**config.mk**
```make
export PLATFORM = sky130hd
export DESIGN_NAME = cpu_fetch_queue
export DESIGN_NICKNAME = d
export VERILOG_FILES = /design/src/rtl/cpu_fetch_queue.sv
export SDC_FILE = /design/constraint.sdc
export NUM_CORES = 1
export LEC_CHECK = 0
export BUFFER_PORTS_ARGS = -buffer_cell sky130_fd_sc_hd__buf_2
export CORE_ASPECT_RATIO = 1.75
export CORE_MARGIN = 8
export CORE_UTILIZATION = 35
export CTS_BUF_LIST = sky130_fd_sc_hd__clkbuf_8
export DETAILED_ROUTE_END_ITERATION = 7
export SYNTH_ARGS = -nofsm -noshare
export SYNTH_HDL_FRONTEND = slang
export SYNTH_SLANG_ARGS = --single-unit
```
**constraint.sdc**
```tcl
create_clock -name i_clock -period 6.7 [get_ports i_clock]
set_input_delay 0.67 -clock i_clock [delete_from_list [all_inputs] [get_ports i_clock]]
set_output_delay 0.67 -clock i_clock [all_outputs]
set_load 0.005 [all_outputs]
```
**src/rtl/cpu_fetch_queue.sv**
```systemverilog
// Prefetching instruction-fetch unit: runs ahead of decode over a request/ready bus and buffers words in a FIFO.
// Optional performance counters are built when CPU_FETCH_PERF_EN is defined.
module cpu_fetch_queue #(
    parameter int                    ADDR_WIDTH   = 32,
    parameter int                    DATA_WIDTH   = 32,
    parameter int                    DEPTH        = 4,
    parameter logic [ADDR_WIDTH-1:0] RESET_VECTOR = 32'h0000_0200
) (
    input  logic                    i_clock,
    input  logic                    i_reset,
    output logic                    o_rw,
    output logic                    o_request,
    input  logic                    i_ready,
    output logic [ADDR_WIDTH-1:0]   o_address,
    input  logic [DATA_WIDTH-1:0]   i_data,
    output logic                    o_valid,
    output logic [DATA_WIDTH-1:0]   o_instruction,
    output logic [ADDR_WIDTH-1:0]   o_pc,
    input  logic                    i_accept,
    input  logic                    i_jump,
    input  logic [ADDR_WIDTH-1:0]   i_jump_address,
    output logic [$clog2(DEPTH):0]  o_empty_count
`ifdef CPU_FETCH_PERF_EN
    ,
    output logic [31:0]             o_fetch_count,
    output logic [31:0]             o_flush_count
`endif
);

    localparam int PTR_W = $clog2(DEPTH);
    localparam int CNT_W = PTR_W + 1;
    localparam logic [CNT_W-1:0]      DEPTH_C  = CNT_W'(DEPTH);
    localparam logic [CNT_W-1:0]      CNT_ONE  = CNT_W'(1);
    localparam logic [PTR_W-1:0]      PTR_ONE  = PTR_W'(1);
    localparam logic [ADDR_WIDTH-1:0] PC_STEP  = ADDR_WIDTH'(4);

    typedef enum logic {
        ST_IDLE = 1'b0,
        ST_WAIT = 1'b1
    } state_t;

    state_t                  state_r;
    logic                    request_r;
    logic [ADDR_WIDTH-1:0]   address_r;
    logic [ADDR_WIDTH-1:0]   fetch_pc_r;
    logic                    stale_r;

    logic [DATA_WIDTH-1:0]   data_mem_r [DEPTH];
    logic [ADDR_WIDTH-1:0]   pc_mem_r   [DEPTH];
    logic [PTR_W-1:0]        rd_ptr_r;
    logic [PTR_W-1:0]        wr_ptr_r;
    logic [CNT_W-1:0]        count_r;

    logic                    push_s;
    logic                    pop_s;
    logic [ADDR_WIDTH-1:0]   jump_target_s;
    logic                    jump_lsb_unused_s;

    // A redirect overrides both the response push and the decode pop.
    assign push_s = (state_r == ST_WAIT) && i_ready && !stale_r && !i_jump;
    assign pop_s  = (count_r != '0) && i_accept && !i_jump;

    assign jump_target_s     = {i_jump_address[ADDR_WIDTH-1:2], 2'b00};
    assign jump_lsb_unused_s = ^i_jump_address[1:0];

    assign o_rw          = 1'b0;
    assign o_request     = request_r;
    assign o_address     = address_r;
    assign o_valid       = (count_r != '0);
    assign o_instruction = data_mem_r[rd_ptr_r];
    assign o_pc          = pc_mem_r[rd_ptr_r];
    assign o_empty_count = DEPTH_C - count_r;

    // Bus request sequencer, fetch PC and stale-response tracking.
    always_ff @(posedge i_clock or negedge i_reset) begin
        if (!i_reset) begin
            state_r    <= ST_IDLE;
            request_r  <= 1'b0;
            address_r  <= '0;
            fetch_pc_r <= RESET_VECTOR;
            stale_r    <= 1'b0;
        end else if (i_jump) begin
            fetch_pc_r <= jump_target_s;
            if (state_r == ST_WAIT) begin
                if (i_ready) begin
                    request_r <= 1'b0;
                    state_r   <= ST_IDLE;
                    stale_r   <= 1'b0;
                end else begin
                    stale_r   <= 1'b1;
                end
            end
        end else begin
            case (state_r)
                ST_IDLE: begin
                    // The slot is effectively reserved at issue: only one request is ever outstanding.
                    if (count_r < DEPTH_C) begin
                        address_r <= fetch_pc_r;
                        request_r <= 1'b1;
                        state_r   <= ST_WAIT;
                    end
                end
                ST_WAIT: begin
                    if (i_ready) begin
                        request_r <= 1'b0;
                        state_r   <= ST_IDLE;
                        if (stale_r) begin
                            stale_r <= 1'b0;
                        end else begin
                            fetch_pc_r <= fetch_pc_r + PC_STEP;
                        end
                    end
                end
                default: begin
                    request_r <= 1'b0;
                    state_r   <= ST_IDLE;
                end
            endcase
        end
    end

    // FIFO storage, pointers and occupancy; a redirect empties it in one cycle.
    always_ff @(posedge i_clock or negedge i_reset) begin
        if (!i_reset) begin
            rd_ptr_r <= '0;
            wr_ptr_r <= '0;
            count_r  <= '0;
            for (int i = 0; i < DEPTH; i++) begin
                data_mem_r[i] <= '0;
                pc_mem_r[i]   <= '0;
            end
        end else if (i_jump) begin
            rd_ptr_r <= '0;
            wr_ptr_r <= '0;
            count_r  <= '0;
        end else begin
            if (push_s) begin
                data_mem_r[wr_ptr_r] <= i_data;
                pc_mem_r[wr_ptr_r]   <= fetch_pc_r;
                wr_ptr_r             <= wr_ptr_r + PTR_ONE;
            end
            if (pop_s) begin
                rd_ptr_r <= rd_ptr_r + PTR_ONE;
            end
            case ({push_s, pop_s})
                2'b10:   count_r <= count_r + CNT_ONE;
                2'b01:   count_r <= count_r - CNT_ONE;
                default: count_r <= count_r;
            endcase
        end
    end

`ifdef CPU_FETCH_PERF_EN
    logic [31:0] fetch_cnt_r;
    logic [31:0] flush_cnt_r;

    assign o_fetch_count = fetch_cnt_r;
    assign o_flush_count = flush_cnt_r;

    // Free-running event counters for fetched words and redirect cycles.
    always_ff @(posedge i_clock or negedge i_reset) begin
        if (!i_reset) begin
            fetch_cnt_r <= 32'd0;
            flush_cnt_r <= 32'd0;
        end else begin
            if (push_s) begin
                fetch_cnt_r <= fetch_cnt_r + 32'd1;
            end
            if (i_jump) begin
                flush_cnt_r <= flush_cnt_r + 32'd1;
            end
        end
    end
`endif

endmodule

```
==> results.cfg <==
[synthesis]
yosysTopAreaCell = sky130_fd_sc_hd__dfrtp_1
number_of_flops_mapped_to_enable_cells_by_yosys = 0
syn-mean-instance-area_um2 = 14.71
synth.area.top_cells = sky130_fd_sc_hd__dfrtp_1, sky130_fd_sc_hd__mux2_2, sky130_fd_sc_hd__mux4_2, sky130_fd_sc_hd__clkbuf_1, sky130_fd_sc_hd__o21ai_0
proportion_of_netlist_area_held_by_the_largest_area_contributor_pct = 56.16
synthesis.yosys.warnings = 0
seq_area_frac_synth_pct = 56.35
cells_after_synthesis = 960
postSynthRegisterBits = 318
synth.lib_cells_used.distinct = 44
syn-cell-area_um2 = 14120
dominantRegCellSynth = sky130_fd_sc_hd__dfrtp_1
synth-async-reset-ratio_pct = 100.0

[power]
clock_network_fraction_of_total_power_pct = 28.0
netSwitchingFraction_pct = 29.54
p_switching_mw = 1.876
comb_power_share_pct = 28.4
power.density_cell_area_nw_per_um2 = 386.2
register_share_of_total_power_pct = 43.6
total_power_mw = 6.350
power.static_leakage_nw = 7.748
intPower_mw = 4.474
vdd_ir_drop_max_mv = 0.2108

[global_route]
first_global_vias = 9239
antenna_found_initial = 1
maximum_number_of_pins_on_one_net_before_global_route_repair = 133
grt_pass1_wl_mm = 54.50
grt.total_usage_pct = 14.74
grt_overflow = 0

[worst_setup_path]
worstPathArrival_ps = 3050
critPathCaptureType = output pin
cp_data_required_time_ps = 6030
timing.critical_path.from_type = flip-flop
crit_fanout = 44
ff2ff_path_depth = 5
criticalPathCategory = flip-flop to output pin

[die]
core_um2 = 39930
die_height_um = 281.8
std_cell_rows = 97
chipWidth_um = 167.9
fp.dieArea_um2 = 47290
io_pins = 171
initial_utilization_pct = 35.37

[layout]
final_cells = 1643
layout.filler_cells = 3743
layout.nets = 1184
final_layout_size_suffix_gt1_share_pct = 52.14
multi_input_area_um2 = 5804
postLayoutCoreUtil_pct = 41.17
fin_area_um2 = 16440
regArea_um2 = 7966
area_growth_pct = 16.39

[drt]
avgViaCountPerCell = 5.173
num_vias = 8500
drt-pass1-iter-count = 5
wl_per_cell_um = 20.97
drc = 0
detailedRoute.firstIterationViolations = 356
drt_wl_total_mm = 34.45
route.antenna.remaining_nets = 0

[timing]
setup_violations = 0
tns_ps = 0
setup_repair_after_global_routing_missed_its_margin = false
final_min_period_over_clock_period_pct = 55.59
upper_clock_frequency_limit_ghz = 0.2685
final_count_of_pins_violating_max_slew = 0
fin_worst_skew_ps = 32.72
report.final.hold_viol_count = 0
setup_slack_ps = 2975
finalHoldWorstSlack_ps = 118.1
finalCriticalPeriod_ps = 3725
tightestPinTransition_ps = 1089
normalized_max_slew_margin_pct = 27.14

[clock_tree]
cts_htree_levels = 2
clock_buffer_count_from_cts = 49
cts_setup_buffers = 0
cts.path.max_buffers = 3
post_cts_hold_buffer_count = 0
worst_setup_hold_path_clk_slew_ps = 80
clock_root_cell = sky130_fd_sc_hd__clkbuf_8
cts-resized-gates = 0
cts_tree = yes
clk_latency_ps = 580
tritoncts_num_sinks = 318

[placement]
hpwl_mm = 21.67
gp_congestion = 0.7231
detailed_place.area_um2 = 15340
setup_slack_placement_ps = 3344
numPlacedInstances = 1550
port-buffer-count = 163

[run]
drv_cap = 0

[outcome]
run_status = completed

[min_path]
hold_path.class = input pin to asynchronous set/reset pin
cells in the mapped netlist, drive strengths merged (3+ instances only):
cell type    n
a21oi        4
a31oi       16
buf         26
clkbuf      54
dfrtp      317
ha           8
inv         14
mux2       273
mux4        62
nand2       35
nand3       11
nand4        9
nor2        24
nor2b        3
nor3         5
o21ai       30
o31ai        6
or3         12
or4         11
xnor2        9
xor2         5
worst paths after layout:
check / startpoint / to / slack, ps
min in group i_clock: i_jump_address[14] / fetch_pc_r[14] / 300
worst max-delay path: rd_ptr_r[0] / o_pc[8] / 2980
worst min-delay path: i_reset / pc_mem_r[74] / 120
max in group asynchronous: i_reset / data_mem_r[72] / 4980
worst min register to register: o_request / o_request / 480
worst max register to register: fetch_pc_r[2] / fetch_pc_r[28] / 3980
critical path, cell delays in order, from the launching register on:
cell and delay (ps):
sky130_fd_sc_hd__dfrtp_4 1130, sky130_fd_sc_hd__buf_4 550, sky130_fd_sc_hd__mux4_2 600, sky130_fd_sc_hd__buf_2 150
placed cells by master (no fill, tap or decap), types with 5 or more instances in the layout:
master / n
sky130_fd_sc_hd__nor3_1: 5
sky130_fd_sc_hd__inv_1: 25
sky130_fd_sc_hd__mux4_2: 62
sky130_fd_sc_hd__nor2_1: 24
sky130_fd_sc_hd__o31ai_1: 6
sky130_fd_sc_hd__clkinv_2: 11
sky130_fd_sc_hd__buf_4: 7
sky130_fd_sc_hd__mux2_2: 273
sky130_fd_sc_hd__xor2_1: 5
sky130_fd_sc_hd__conb_1: 5
sky130_fd_sc_hd__buf_2: 162
sky130_fd_sc_hd__nand3_1: 11
sky130_fd_sc_hd__o21ai_0: 30
sky130_fd_sc_hd__a31oi_1: 16
sky130_fd_sc_hd__ha_1: 8
sky130_fd_sc_hd__nand2_1: 30
sky130_fd_sc_hd__dfrtp_1: 315
sky130_fd_sc_hd__xnor2_1: 9
sky130_fd_sc_hd__nand4_1: 8
sky130_fd_sc_hd__or4_1: 11
sky130_fd_sc_hd__or3_1: 12
sky130_fd_sc_hd__clkbuf_8: 65
cell families after synthesis:
logic type | count (synthesis) | synth area share [%]
flops | 318 | 56.35
simple gates | 126 | 4.704
mux | 337 | 31.79
other cells | 1 | 0.02655
compound gates | 61 | 2.516
buf+inv | 94 | 2.897
fa+ha+maj | 9 | 0.8504
xor+xnor | 14 | 0.8681
registers in the layout, indices dropped and copies added (netlist names):
register    flops
rd_ptr_r        2
data_mem_r    128
count_r         3
o_address      30
fetch_pc_r     30
o_request       1
state_r         1
stale_r         1
wr_ptr_r        2
pc_mem_r      120
power groups by stage:
stage,Clock [mW],Sequential [mW],Combinational (mW)
global route,1.93,2.85,1.98
detailed placement,0,2.82,1.87
global placement,0,2.79,1.84
floorplan,0,2.61,1.25
CTS,1.86,2.78,1.87
finish,1.78,2.77,1.80
cell type report:
class                      count  area share, %
multi-input combinational    552          35.31
clock inverter                27          1.225
clock buffer                  65          5.442
timing repair buffer         171          5.465
tap                          495          3.767
inverter                      14         0.3197
antenna                        1        0.01522
sequential                   318          48.46
per-layer routing:
layer | part of all wire [%] | wire, um | global-route usage [%]
met5 | 0 | 0 | 0
met4 | 2.7 | 936 | 5.469
met3 | 4.0 | 1388 | 2.565
met2 | 53 | 18370 | 26.79
met1 | 40 | 13750 | 17.08
(Power assumes the default switching activity.)
